$ cat config.mk
export PLATFORM = sky130hd
export DESIGN_NAME = vault_work_dispatcher_flat
export DESIGN_NICKNAME = d
export VERILOG_FILES = /design/src/rtl/vault_work_dispatcher_if.sv /design/src/rtl/vault_work_dispatcher.sv /design/src/flat_wrapper.sv
export SDC_FILE = /design/constraint.sdc
export NUM_CORES = 1
export LEC_CHECK = 0
export ABC_AREA = 1
export BUFFER_PORTS_ARGS = -buffer_cell sky130_fd_sc_hd__buf_4
export CAP_MARGIN = 20
export CORE_AREA = 3 3 311 313
export CTS_CLUSTER_DIAMETER = 60
export CTS_CLUSTER_SIZE = 24
export DETAILED_ROUTE_END_ITERATION = 6
export DIE_AREA = 0 0 314 316
export HOLD_SLACK_MARGIN = 0.15
export PLACE_DENSITY = 0.71
export SYNTH_ARGS = -nofsm -noshare
export SYNTH_HDL_FRONTEND = slang
export SYNTH_SLANG_ARGS = --single-unit
$ cat constraint.sdc
create_clock -name clk -period 4.7 [get_ports clk]
set_input_delay 0.94 -clock clk [delete_from_list [all_inputs] [get_ports clk]]
set_output_delay 0.94 -clock clk [all_outputs]
set_load 0.005 [all_outputs]
$ cat src/rtl/vault_work_dispatcher_if.sv
// Host/core/result signal bundle for the vault work dispatcher.
// slave: the dispatcher itself. master: the host/core environment around it.
interface vault_work_dispatcher_if #(
  parameter int WORDS = 20
);
  logic [31:0]         host_data;
  logic                host_valid;
  logic                host_ready;
  logic [32*WORDS-1:0] work_package;
  logic                work_valid;
  logic                work_ready;
  logic [7:0]          job_id;
  logic [31:0]         core_nonce;
  logic                core_nonce_valid;
  logic                core_hash_tick;
  logic [31:0]         res_nonce;
  logic [7:0]          res_job_id;
  logic                res_valid;
  logic                res_ready;
  logic [31:0]         hashrate;
  logic                overflow;

  modport slave (
    input  host_data, host_valid, work_ready, core_nonce, core_nonce_valid,
           core_hash_tick, res_ready,
    output host_ready, work_package, work_valid, job_id, res_nonce, res_job_id,
           res_valid, hashrate, overflow
  );

  modport master (
    output host_data, host_valid, work_ready, core_nonce, core_nonce_valid,
           core_hash_tick, res_ready,
    input  host_ready, work_package, work_valid, job_id, res_nonce, res_job_id,
           res_valid, hashrate, overflow
  );
endinterface

$ cat src/rtl/vault_work_dispatcher.sv
// Host-side work dispatcher: assembles work packages from host words, offers
// them to the mining core with a job tag, queues tagged golden nonces in a
// first-word-fall-through FIFO and measures hashrate over a fixed window.
//
// state   | meaning
// --------+-------------------------------------------------------------
// S_LOAD  | accepting host words into work_package (host_ready=1)
// S_OFFER | package complete, offered to core until work_ready (work_valid=1)
//
// FIFO_DEPTH must be a power of two and at least 2.
module vault_work_dispatcher #(
  parameter int WORDS         = 20,
  parameter int FIFO_DEPTH    = 4,
  parameter int TICKS_PER_SEC = 100000000
) (
  input logic                 clk,
  input logic                 rst_n,
  vault_work_dispatcher_if.slave bus
);
  localparam int IDX_W = (WORDS > 1) ? $clog2(WORDS) : 1;
  localparam int PTR_W = $clog2(FIFO_DEPTH);
  localparam int WIN_W = (TICKS_PER_SEC > 1) ? $clog2(TICKS_PER_SEC) : 1;
  localparam logic [IDX_W-1:0] LAST_IDX  = IDX_W'(WORDS - 1);
  localparam logic [WIN_W-1:0] LAST_TICK = WIN_W'(TICKS_PER_SEC - 1);

  typedef enum logic [0:0] {S_LOAD = 1'b0, S_OFFER = 1'b1} state_t;

  state_t              r_state;
  state_t              w_state_nxt;
  logic                w_host_ready;
  logic                w_work_valid;
  logic                w_word_acc;
  logic                w_job_acc;
  logic [IDX_W-1:0]    r_word_idx;
  logic [32*WORDS-1:0] r_work_package;
  logic [7:0]          r_job_id;
  logic [7:0]          r_active_tag;
  logic                r_active_vld;

  logic [31:0]         r_fifo_nonce [FIFO_DEPTH];
  logic [7:0]          r_fifo_tag   [FIFO_DEPTH];
  logic [PTR_W:0]      r_wr_ptr;
  logic [PTR_W:0]      r_rd_ptr;
  logic                w_empty;
  logic                w_full;
  logic                w_pop;
  logic                w_push_req;
  logic                w_push;
  logic                r_overflow;

  logic [WIN_W-1:0]    r_win_cnt;
  logic [31:0]         r_hash_cnt;
  logic [31:0]         r_hashrate;
  logic                w_win_end;
  logic [31:0]         w_hash_sat;

  assign w_word_acc = bus.host_valid & w_host_ready;
  assign w_job_acc  = w_work_valid & bus.work_ready;

  // FSM state register
  always_ff @(posedge clk or negedge rst_n) begin
    if (!rst_n) r_state <= S_LOAD;
    else        r_state <= w_state_nxt;
  end

  // FSM next-state: leave LOAD on the last word, leave OFFER on core accept
  always_comb begin
    w_state_nxt = r_state;
    case (r_state)
      S_LOAD:  if (w_word_acc && (r_word_idx == LAST_IDX)) w_state_nxt = S_OFFER;
      S_OFFER: if (bus.work_ready) w_state_nxt = S_LOAD;
      default: w_state_nxt = S_LOAD;
    endcase
  end

  // FSM outputs: purely state-decoded so host_ready never depends on host_valid
  always_comb begin
    w_host_ready = 1'b0;
    w_work_valid = 1'b0;
    case (r_state)
      S_LOAD:  w_host_ready = 1'b1;
      S_OFFER: w_work_valid = 1'b1;
      default: w_host_ready = 1'b0;
    endcase
  end

  // Package assembly: word k lands in bits [32k+31:32k]
  always_ff @(posedge clk or negedge rst_n) begin
    if (!rst_n) begin
      r_word_idx     <= '0;
      r_work_package <= '0;
    end else if (w_word_acc) begin
      for (int k = 0; k < WORDS; k++) begin
        if (r_word_idx == IDX_W'(k)) r_work_package[k*32 +: 32] <= bus.host_data;
      end
      r_word_idx <= (r_word_idx == LAST_IDX) ? '0 : r_word_idx + 1'b1;
    end
  end

  // Job tagging: accepted package becomes the active job, next tag prepared
  always_ff @(posedge clk or negedge rst_n) begin
    if (!rst_n) begin
      r_job_id     <= '0;
      r_active_tag <= '0;
      r_active_vld <= 1'b0;
    end else if (w_job_acc) begin
      r_active_tag <= r_job_id;
      r_active_vld <= 1'b1;
      r_job_id     <= r_job_id + 8'd1;
    end
  end

  // Result FIFO; a pop in the same cycle frees the slot for a push when full
  assign w_empty    = (r_wr_ptr == r_rd_ptr);
  assign w_full     = (r_wr_ptr[PTR_W] != r_rd_ptr[PTR_W]) &&
                      (r_wr_ptr[PTR_W-1:0] == r_rd_ptr[PTR_W-1:0]);
  assign w_pop      = !w_empty & bus.res_ready;
  assign w_push_req = bus.core_nonce_valid & r_active_vld;
  assign w_push     = w_push_req & (!w_full | w_pop);

  // FIFO storage; contents are only visible through the empty-gated head
  always_ff @(posedge clk) begin
    if (w_push) begin
      r_fifo_nonce[r_wr_ptr[PTR_W-1:0]] <= bus.core_nonce;
      r_fifo_tag[r_wr_ptr[PTR_W-1:0]]   <= r_active_tag;
    end
  end

  // FIFO pointers and sticky drop flag
  always_ff @(posedge clk or negedge rst_n) begin
    if (!rst_n) begin
      r_wr_ptr   <= '0;
      r_rd_ptr   <= '0;
      r_overflow <= 1'b0;
    end else begin
      if (w_push) r_wr_ptr <= r_wr_ptr + 1'b1;
      if (w_pop)  r_rd_ptr <= r_rd_ptr + 1'b1;
      if (w_push_req && w_full && !w_pop) r_overflow <= 1'b1;
    end
  end

  // Hashrate window: publish the saturated count in the last window cycle
  assign w_win_end  = (r_win_cnt == LAST_TICK);
  assign w_hash_sat = (r_hash_cnt == 32'hFFFF_FFFF) ? r_hash_cnt
                                                    : r_hash_cnt + {31'd0, bus.core_hash_tick};

  always_ff @(posedge clk or negedge rst_n) begin
    if (!rst_n) begin
      r_win_cnt  <= '0;
      r_hash_cnt <= '0;
      r_hashrate <= '0;
    end else if (w_win_end) begin
      r_win_cnt  <= '0;
      r_hash_cnt <= '0;
      r_hashrate <= w_hash_sat;
    end else begin
      r_win_cnt  <= r_win_cnt + 1'b1;
      r_hash_cnt <= w_hash_sat;
    end
  end

  assign bus.host_ready   = w_host_ready;
  assign bus.work_valid   = w_work_valid;
  assign bus.work_package = r_work_package;
  assign bus.job_id       = r_job_id;
  assign bus.res_valid    = !w_empty;
  assign bus.res_nonce    = w_empty ? 32'd0 : r_fifo_nonce[r_rd_ptr[PTR_W-1:0]];
  assign bus.res_job_id   = w_empty ? 8'd0  : r_fifo_tag[r_rd_ptr[PTR_W-1:0]];
  assign bus.hashrate     = r_hashrate;
  assign bus.overflow     = r_overflow;
endmodule
$ cat src/flat_wrapper.sv
// flat-port wrapper written by rule: the top's interface ports become plain ports
module vault_work_dispatcher_flat 
#(
  parameter int WORDS         = 20,
  parameter int FIFO_DEPTH    = 4,
  parameter int TICKS_PER_SEC = 100000000
)
  (clk, rst_n, bus_host_data, bus_host_valid, bus_work_ready, bus_core_nonce, bus_core_nonce_valid, bus_core_hash_tick, bus_res_ready, bus_host_ready, bus_work_package, bus_work_valid, bus_job_id, bus_res_nonce, bus_res_job_id, bus_res_valid, bus_hashrate, bus_overflow);
  vault_work_dispatcher_if #(.WORDS(WORDS)) bus_i ();
  input logic clk;
  input logic rst_n;
  input wire logic [$bits(bus_i.host_data)-1:0] bus_host_data;
  input wire logic [$bits(bus_i.host_valid)-1:0] bus_host_valid;
  input wire logic [$bits(bus_i.work_ready)-1:0] bus_work_ready;
  input wire logic [$bits(bus_i.core_nonce)-1:0] bus_core_nonce;
  input wire logic [$bits(bus_i.core_nonce_valid)-1:0] bus_core_nonce_valid;
  input wire logic [$bits(bus_i.core_hash_tick)-1:0] bus_core_hash_tick;
  input wire logic [$bits(bus_i.res_ready)-1:0] bus_res_ready;
  output wire logic [$bits(bus_i.host_ready)-1:0] bus_host_ready;
  output wire logic [$bits(bus_i.work_package)-1:0] bus_work_package;
  output wire logic [$bits(bus_i.work_valid)-1:0] bus_work_valid;
  output wire logic [$bits(bus_i.job_id)-1:0] bus_job_id;
  output wire logic [$bits(bus_i.res_nonce)-1:0] bus_res_nonce;
  output wire logic [$bits(bus_i.res_job_id)-1:0] bus_res_job_id;
  output wire logic [$bits(bus_i.res_valid)-1:0] bus_res_valid;
  output wire logic [$bits(bus_i.hashrate)-1:0] bus_hashrate;
  output wire logic [$bits(bus_i.overflow)-1:0] bus_overflow;
  assign bus_i.host_data = bus_host_data;
  assign bus_i.host_valid = bus_host_valid;
  assign bus_i.work_ready = bus_work_ready;
  assign bus_i.core_nonce = bus_core_nonce;
  assign bus_i.core_nonce_valid = bus_core_nonce_valid;
  assign bus_i.core_hash_tick = bus_core_hash_tick;
  assign bus_i.res_ready = bus_res_ready;
  assign bus_host_ready = bus_i.host_ready;
  assign bus_work_package = bus_i.work_package;
  assign bus_work_valid = bus_i.work_valid;
  assign bus_job_id = bus_i.job_id;
  assign bus_res_nonce = bus_i.res_nonce;
  assign bus_res_job_id = bus_i.res_job_id;
  assign bus_res_valid = bus_i.res_valid;
  assign bus_hashrate = bus_i.hashrate;
  assign bus_overflow = bus_i.overflow;
  vault_work_dispatcher #(.WORDS(WORDS), .FIFO_DEPTH(FIFO_DEPTH), .TICKS_PER_SEC(TICKS_PER_SEC)) u_core (.clk(clk), .rst_n(rst_n), .bus(bus_i));
endmodule
# --- Word-level counts from Yosys, hierarchy flattened ---
# Memories as Yosys holds them, arrays and structs flattened.
# Cells that the tools add are included.
classes:
  add_sub_neg: 6
  n_bitwise: 7
  n_eq_ne: 24
  n_mux: 13
  n_reduce_logical: 28
ops:
  columns: ["operator", "count"]
  rows:
  - ["$mux W32", 3]
  - ["$eq A5 B4 Y1 const B", 8]
  - ["$reduce_and A2 Y1", 20]
  - ["$add A32 B1 Y32", 1]
  - ["$eq A32 B32 Y1 const B", 1]
  - ["$add A27 B1 Y27 const B", 1]
  - ["$eq A27 B27 Y1 const B", 1]
  - ["$mux W27", 1]
  - ["$eq A5 B3 Y1 const B", 4]
  - ["$eq A5 B5 Y1 const B", 4]
  - ["$eq A5 B2 Y1 const B", 2]
  - ["$add A8 B1 Y8 const B", 1]
  - ["$mux W8", 1]
  - ["$add A3 B1 Y3 const B", 2]
  - ["$mux W1", 6]
  - ["$add A5 B1 Y5 const B", 1]
  - ["$and A1 B1 Y1", 5]
  - ["$eq A5 B1 Y1 const B", 1]
  - ["$logic_not A5 Y1", 1]
  - ["$mux W5", 1]
  - ["$logic_and A1 B1 Y1", 4]
  - ["$eq A3 B3 Y1", 1]
  - ["$logic_not A1 Y1", 3]
  - ["$eq A2 B2 Y1", 1]
  - ["4 further kinds", 4]
word_totals:
  register_bits: 761
  input_bits: 71
  out_inout_bits: 724
  elab_cells: 111
  mem_bits_rw: 160
  n_memories: 2
mem_list:
  columns: ["name", "words", "width", "read_ports", "rd_ports_with_merged_regs", "write_ports", "line", "source"]
  rows:
  - ["u_core.r_fifo_nonce", 4, 32, 1, 0, 1, "vault_work_dispatcher.sv:40", "logic [31:0] r_fifo_nonce [FIFO_DEPTH];"]
  - ["u_core.r_fifo_tag", 4, 8, 1, 0, 1, "vault_work_dispatcher.sv:41", "logic [7:0] r_fifo_tag [FIFO_DEPTH];"]

# --- Depth between registers and ports, before layout ---
depth:
  word_depth: 7
  ltp_mapped: 11
  depth_no_buf: 11

# --- Least setup slack after synthesis ---
# Ideal clock, no wire load.
synth_path:
  path_type: "input to register"
  startpoint: "in bus_res_ready"
  endpoint: "mem u_core.r_fifo_nonce[3][0], enable pin"
  arrival_time_ps: 2934
  setup_ps: 439
  path_buffers: 0
  stages: 4
  setup_slack_ps: 1327
  t_required_ps: 4261
  path_cell_list: "nor2_1 > nand2_1 > nand2_1 > nor2_1"
synth_between:
  elab_chain_len: 5
synth_rtl:
  columns: ["element", "line", "source"]
  rows:
  - ["start, declared", "flat_wrapper.sv:18", "input wire logic [$bits(bus_i.res_ready)-1:0] bus_res_ready;"]
  - ["$and A1 B1 Y1", "vault_work_dispatcher.sv:117", "assign w_pop = !w_empty & bus.res_ready;"]
  - ["$or A1 B1 Y1", "vault_work_dispatcher.sv:119", "assign w_push = w_push_req & (!w_full | w_pop);"]
  - ["$and A1 B1 Y1", "vault_work_dispatcher.sv:119", null]
  - ["$mux W1", "vault_work_dispatcher.sv:123", "if (w_push) begin"]
  - ["$mux W1 (not written as such)", "vault_work_dispatcher.sv:124", "r_fifo_nonce[r_wr_ptr[PTR_W-1:0]] <= bus.core_nonce;"]
  - ["end, declared", "vault_work_dispatcher.sv:40", null]
# Every way passes these cells.

# --- Worst setup path in the final report ---
layout_path:
  startpoint: "reg u_core.r_rd_ptr[0]"
  endpoint: "out bus_res_job_id[0]"
layout_between:
  elab_chain_len: 2
  word_cells_on_any_way: 3
  cone_classes: "1 x eq/ne; 1 x mux; 1 x memory"
layout_rtl:
  columns: ["element", "line", "source"]
  rows:
  - ["start, declared", "vault_work_dispatcher.sv:43", "logic [PTR_W:0] r_rd_ptr;"]
  - ["start signal, assigned", "vault_work_dispatcher.sv:137", "if (w_pop) r_rd_ptr <= r_rd_ptr + 1'b1;"]
  - ["$mem_v2 Z4 W8 / $eq A3 B3 Y1 (equally long branches)", null, null]
  - ["$mux W8 (*)", "vault_work_dispatcher.sv:168", "assign bus.res_job_id = w_empty ? 8'd0 : r_fifo_tag[r_rd_ptr[PTR_W-1:0]];"]
  - ["end, declared", "flat_wrapper.sv:24", "output wire logic [$bits(bus_i.res_job_id)-1:0] bus_res_job_id;"]
# Mark *: on every way between the ends. The rest lies on a longest branch, timed or not.

==> results.py <==
metrics = {
    "power": {
        "seq_power_share_pct": 43.8,
        "p_clk_share_pct": 23.6,
        "switching_power_mw": 9.44,
        "p_sw_share_pct": 33.6,
        "ir_drop_uv": 351,
        "power_density_nw_per_um2": 621,
        "pwr-share-comb_pct": 32.7,
        "p_int_mw": 18.7,
        "leakage_nw": 21.7,
    },
    "worst_setup_path": {
        "cp-end-kind": "output port",
        "cp_slowest_cell": "buf_4",
        "reg2reg_depth": 7,
        "path_buf_inv": 4,
        "cp.depth": 8,
        "worstSetupPathType": "reg2out",
        "cp_data_required_time_ps": 3760,
        "crit_fanout": 82,
        "reg2reg_slack_ps": 1900,
        "reg2reg_to": "u_core.r_fifo_nonce[1][31]",
        "crit_path_end": "bus_res_job_id[0]",
        "startpoint_type": "register",
        "critPathLaunch": "u_core.r_rd_ptr[0]",
        "cpLargestDelayFamily": "buffers and inverters",
        "cpPeakStageDelay_ps": 640,
        "crit_arrival_ps": 2680,
        "crit-reg2reg-launch": "u_core.r_rd_ptr[0]",
        "path_cells": "buf_4, nand2_1, a21oi_1, nand2_1, buf_4, nand2_1, inv_1, buf_4",
    },
    "clock_tree": {
        "cts_buffer_depth": 3,
        "cts_made_buffers": 68,
        "clock-sinks": 921,
        "postCtsResizedCells": 0,
        "clk_pin_slew_worst_paths_ps": 80,
        "ctsHoldBuffers": 0,
        "cts_tree": "built",
        "cts-root-buf": "clkbuf_16",
        "post_cts_buffers": 0,
        "clock_latency_ps": 660,
        "htreeDepth": 3,
    },
    "drt": {
        "drt-pass1-iter-count": 5,
        "wl_per_cell_um": 20.7,
        "drc": 0,
        "ant_nets": 0,
        "via_count": 27721,
        "drtIter0Drc": 2755,
        "wirelength_um": 115000,
        "routed_via_density": 5.01,
    },
    "synthesis": {
        "yosysMostFrequentCell": "nand2_1",
        "synth_edf_count": 160,
        "synth_cells": 3510,
        "synth.distinct_cells": 34,
        "async_flop_share_pct": 82.6,
        "netlist_area_um2": 35400,
        "netlist.top_cell.by_area": "dfrtp_1",
        "syn-num-nets": 3595,
        "ys.warnings.count": 0,
        "yosys-top-cells-area": "dfrtp_1 54%, edfxtp_1 14%, nand2_1 11%",
        "synth.avg_cell_area_um2": 10.1,
        "synth-seq-cells": 921,
        "ys_seq_area_share_pct": 67.5,
        "synth_commonest_cells": "998 x nand2_1, 761 x dfrtp_1, 686 x o21ai_0",
        "yosys.area.top_type_share_pct": 53.9,
        "ys.flop_type": "dfrtp_1",
    },
    "timing": {
        "rsz0062_at_grt": "no",
        "fin_crit_ps": 3620,
        "drv_slew": 0,
        "min_period_over_period_pct": 77.0,
        "slew_headroom_pct": 25.1,
        "tightestPinTransition_ps": 1120,
        "skew_ps": 36.3,
        "setup_viol": 0,
        "setup-tns-final_ps": 0,
        "hold_viol_final": 0,
        "fmax_mhz": 276,
    },
    "floorplan": {
        "core_area_um2": 94600,
        "pin_count": 795,
        "dieArea_um2": 99200,
        "dieWidth_um": 314,
        "initial_core_util_pct": 37.4,
        "chipHeight_um": 316,
        "row_count": 113,
    },
    "grt": {
        "grt_pass1_vias": 26654,
        "antenna_found_initial": 5,
        "grt_max_degree": 92,
        "grt_pass1_wl_um": 169000,
        "grt_usage_pct": 22.5,
        "overflow": 0,
    },
    "run_status": {
        "run_status": "completed",
    },
    "cells_and_area": {
        "final_design_area_no_fill_um2": 45200,
        "fillCellCount": 8660,
        "drive_gt1_share_pct": 24.0,
        "finalNetCount": 4297,
        "synthToLayoutAreaGrowth_pct": 28.0,
    },
    "placement": {
        "dpl_cell_area_um2": 42600,
        "gp_congestion": 0.893,
        "io_buffer_count": 794,
        "hpwl_um": 78400,
    },
    "min_path": {
        "hold_path_class": "in2async",
    },
    "job": {
        "max_cap_viol_count": 0,
    },
}
-- power groups by stage --
stage	sequential, mW	combinational [mW]	clock [mW]
3_5_place_dp	12.4	9.27	0
5_1_grt	12.6	10.1	7.06
6_report	12.3	9.18	6.62
3_3_place_gp	12.3	9.03	0
2_1_floorplan	12.3	3.29	0
4_1_cts	12.3	9.29	6.74
-- cell usage in the layout (no fill, tap or decap), types with 6 or more instances in the layout --
| cell type | instances |
|---|---|
| o21ai_1 | 18 |
| inv_8 | 11 |
| inv_1 | 185 |
| a21oi_1 | 16 |
| nor3_1 | 14 |
| nand4_1 | 8 |
| bufinv_16 | 6 |
| clkinv_8 | 9 |
| diode_2 | 6 |
| nor2_4 | 11 |
| ha_1 | 14 |
| o32ai_1 | 40 |
| nand2_2 | 17 |
| xnor2_1 | 12 |
| buf_4 | 845 |
| nor2_1 | 242 |
| nand3_1 | 57 |
| inv_6 | 7 |
| dfrtp_1 | 759 |
| buf_12 | 10 |
| clkbuf_16 | 70 |
| xor2_1 | 21 |
| edfxtp_1 | 160 |
| o21ai_0 | 686 |
| nand2_1 | 997 |
-- kinds of logic after synthesis --
group                    share of synthesized area [%]
AO/OA/AOI/OAI                                     11.2
AND/OR/NAND/NOR                                   15.2
adder cells (fa/ha/maj)                          0.495
XOR/XNOR                                         0.818
buffers and inverters                             4.77
flip-flops                                        67.5
-- metrics by stage --
| stage | instances | util (%) | hold WS [ps] | worst slack [ps] | power [mW] |
|---|---|---|---|---|---|
| 2_1_floorplan | 3510 | - | 439 | 1330 | 15.6 |
| 3_3_place_gp | 5400 | 45.0 | 466 | 1790 | 21.3 |
| 3_5_place_dp | 5404 | 45.1 | 467 | 1720 | 21.6 |
| 4_1_cts | 5528 | 47.8 | 350 | 1020 | 28.3 |
| 5_1_grt | 5531 | 47.8 | 384 | 881 | 29.8 |
| 6_report | 5537 | 47.8 | 355 | 1080 | 28.1 |
-- layout make-up --
cell class                 instances  area [um2]  share of cell area [%]
sequential                       921       23900                    52.7
timing repair buffer             862        6700                    14.8
tap                             1265        1580                    3.50
clock buffer                      79        1840                    4.06
antenna                            6        15.0                  0.0332
inverter                         190         713                    1.58
multi-input combinational       2169        9850                    21.8
clock inverter                    45         696                    1.54
-- worst min-delay path by stage --
| stage | to | slack (ps) | cells after the start |
|---|---|---|---|
| 2_1_floorplan | u_core.r_active_vld | 440 | 1 |
| 6_report | u_core.bus.work_package[297] | 360 | 1 |
| 5_1_grt | u_core.bus.work_package[297] | 380 | 1 |
| 4_1_cts | u_core.bus.work_package[297] | 350 | 1 |
| 3_3_place_gp | u_core.bus.hashrate[28] | 470 | 2 |
| 3_5_place_dp | u_core.bus.overflow | 470 | 1 |
-- registers in the layout, indices dropped and copies added, names as in the netlist, 3 cells and up --
register / count
u_core.r_rd_ptr: 3
u_core.bus.work_package: 640
u_core.r_wr_ptr: 3
u_core.r_fifo_tag: 32
u_core.r_hash_cnt: 32
u_core.bus.hashrate: 32
u_core.r_word_idx: 5
u_core.r_win_cnt: 27
u_core.r_fifo_nonce: 128
u_core.bus.job_id: 8
u_core.r_active_tag: 8
-- per-layer routing --
metal	routed length [um]	vias to the layer above	global-route usage, %	share of wire, %
li1	-	12804	-	-
met1	45800	13384	29.0	40
met2	54200	1274	36.3	47
met3	9400	259	5.01	8.2
met4	5370	0	10.5	4.7
met5	0	-	0	0
Note: power is estimated with default switching activity, not from simulation.
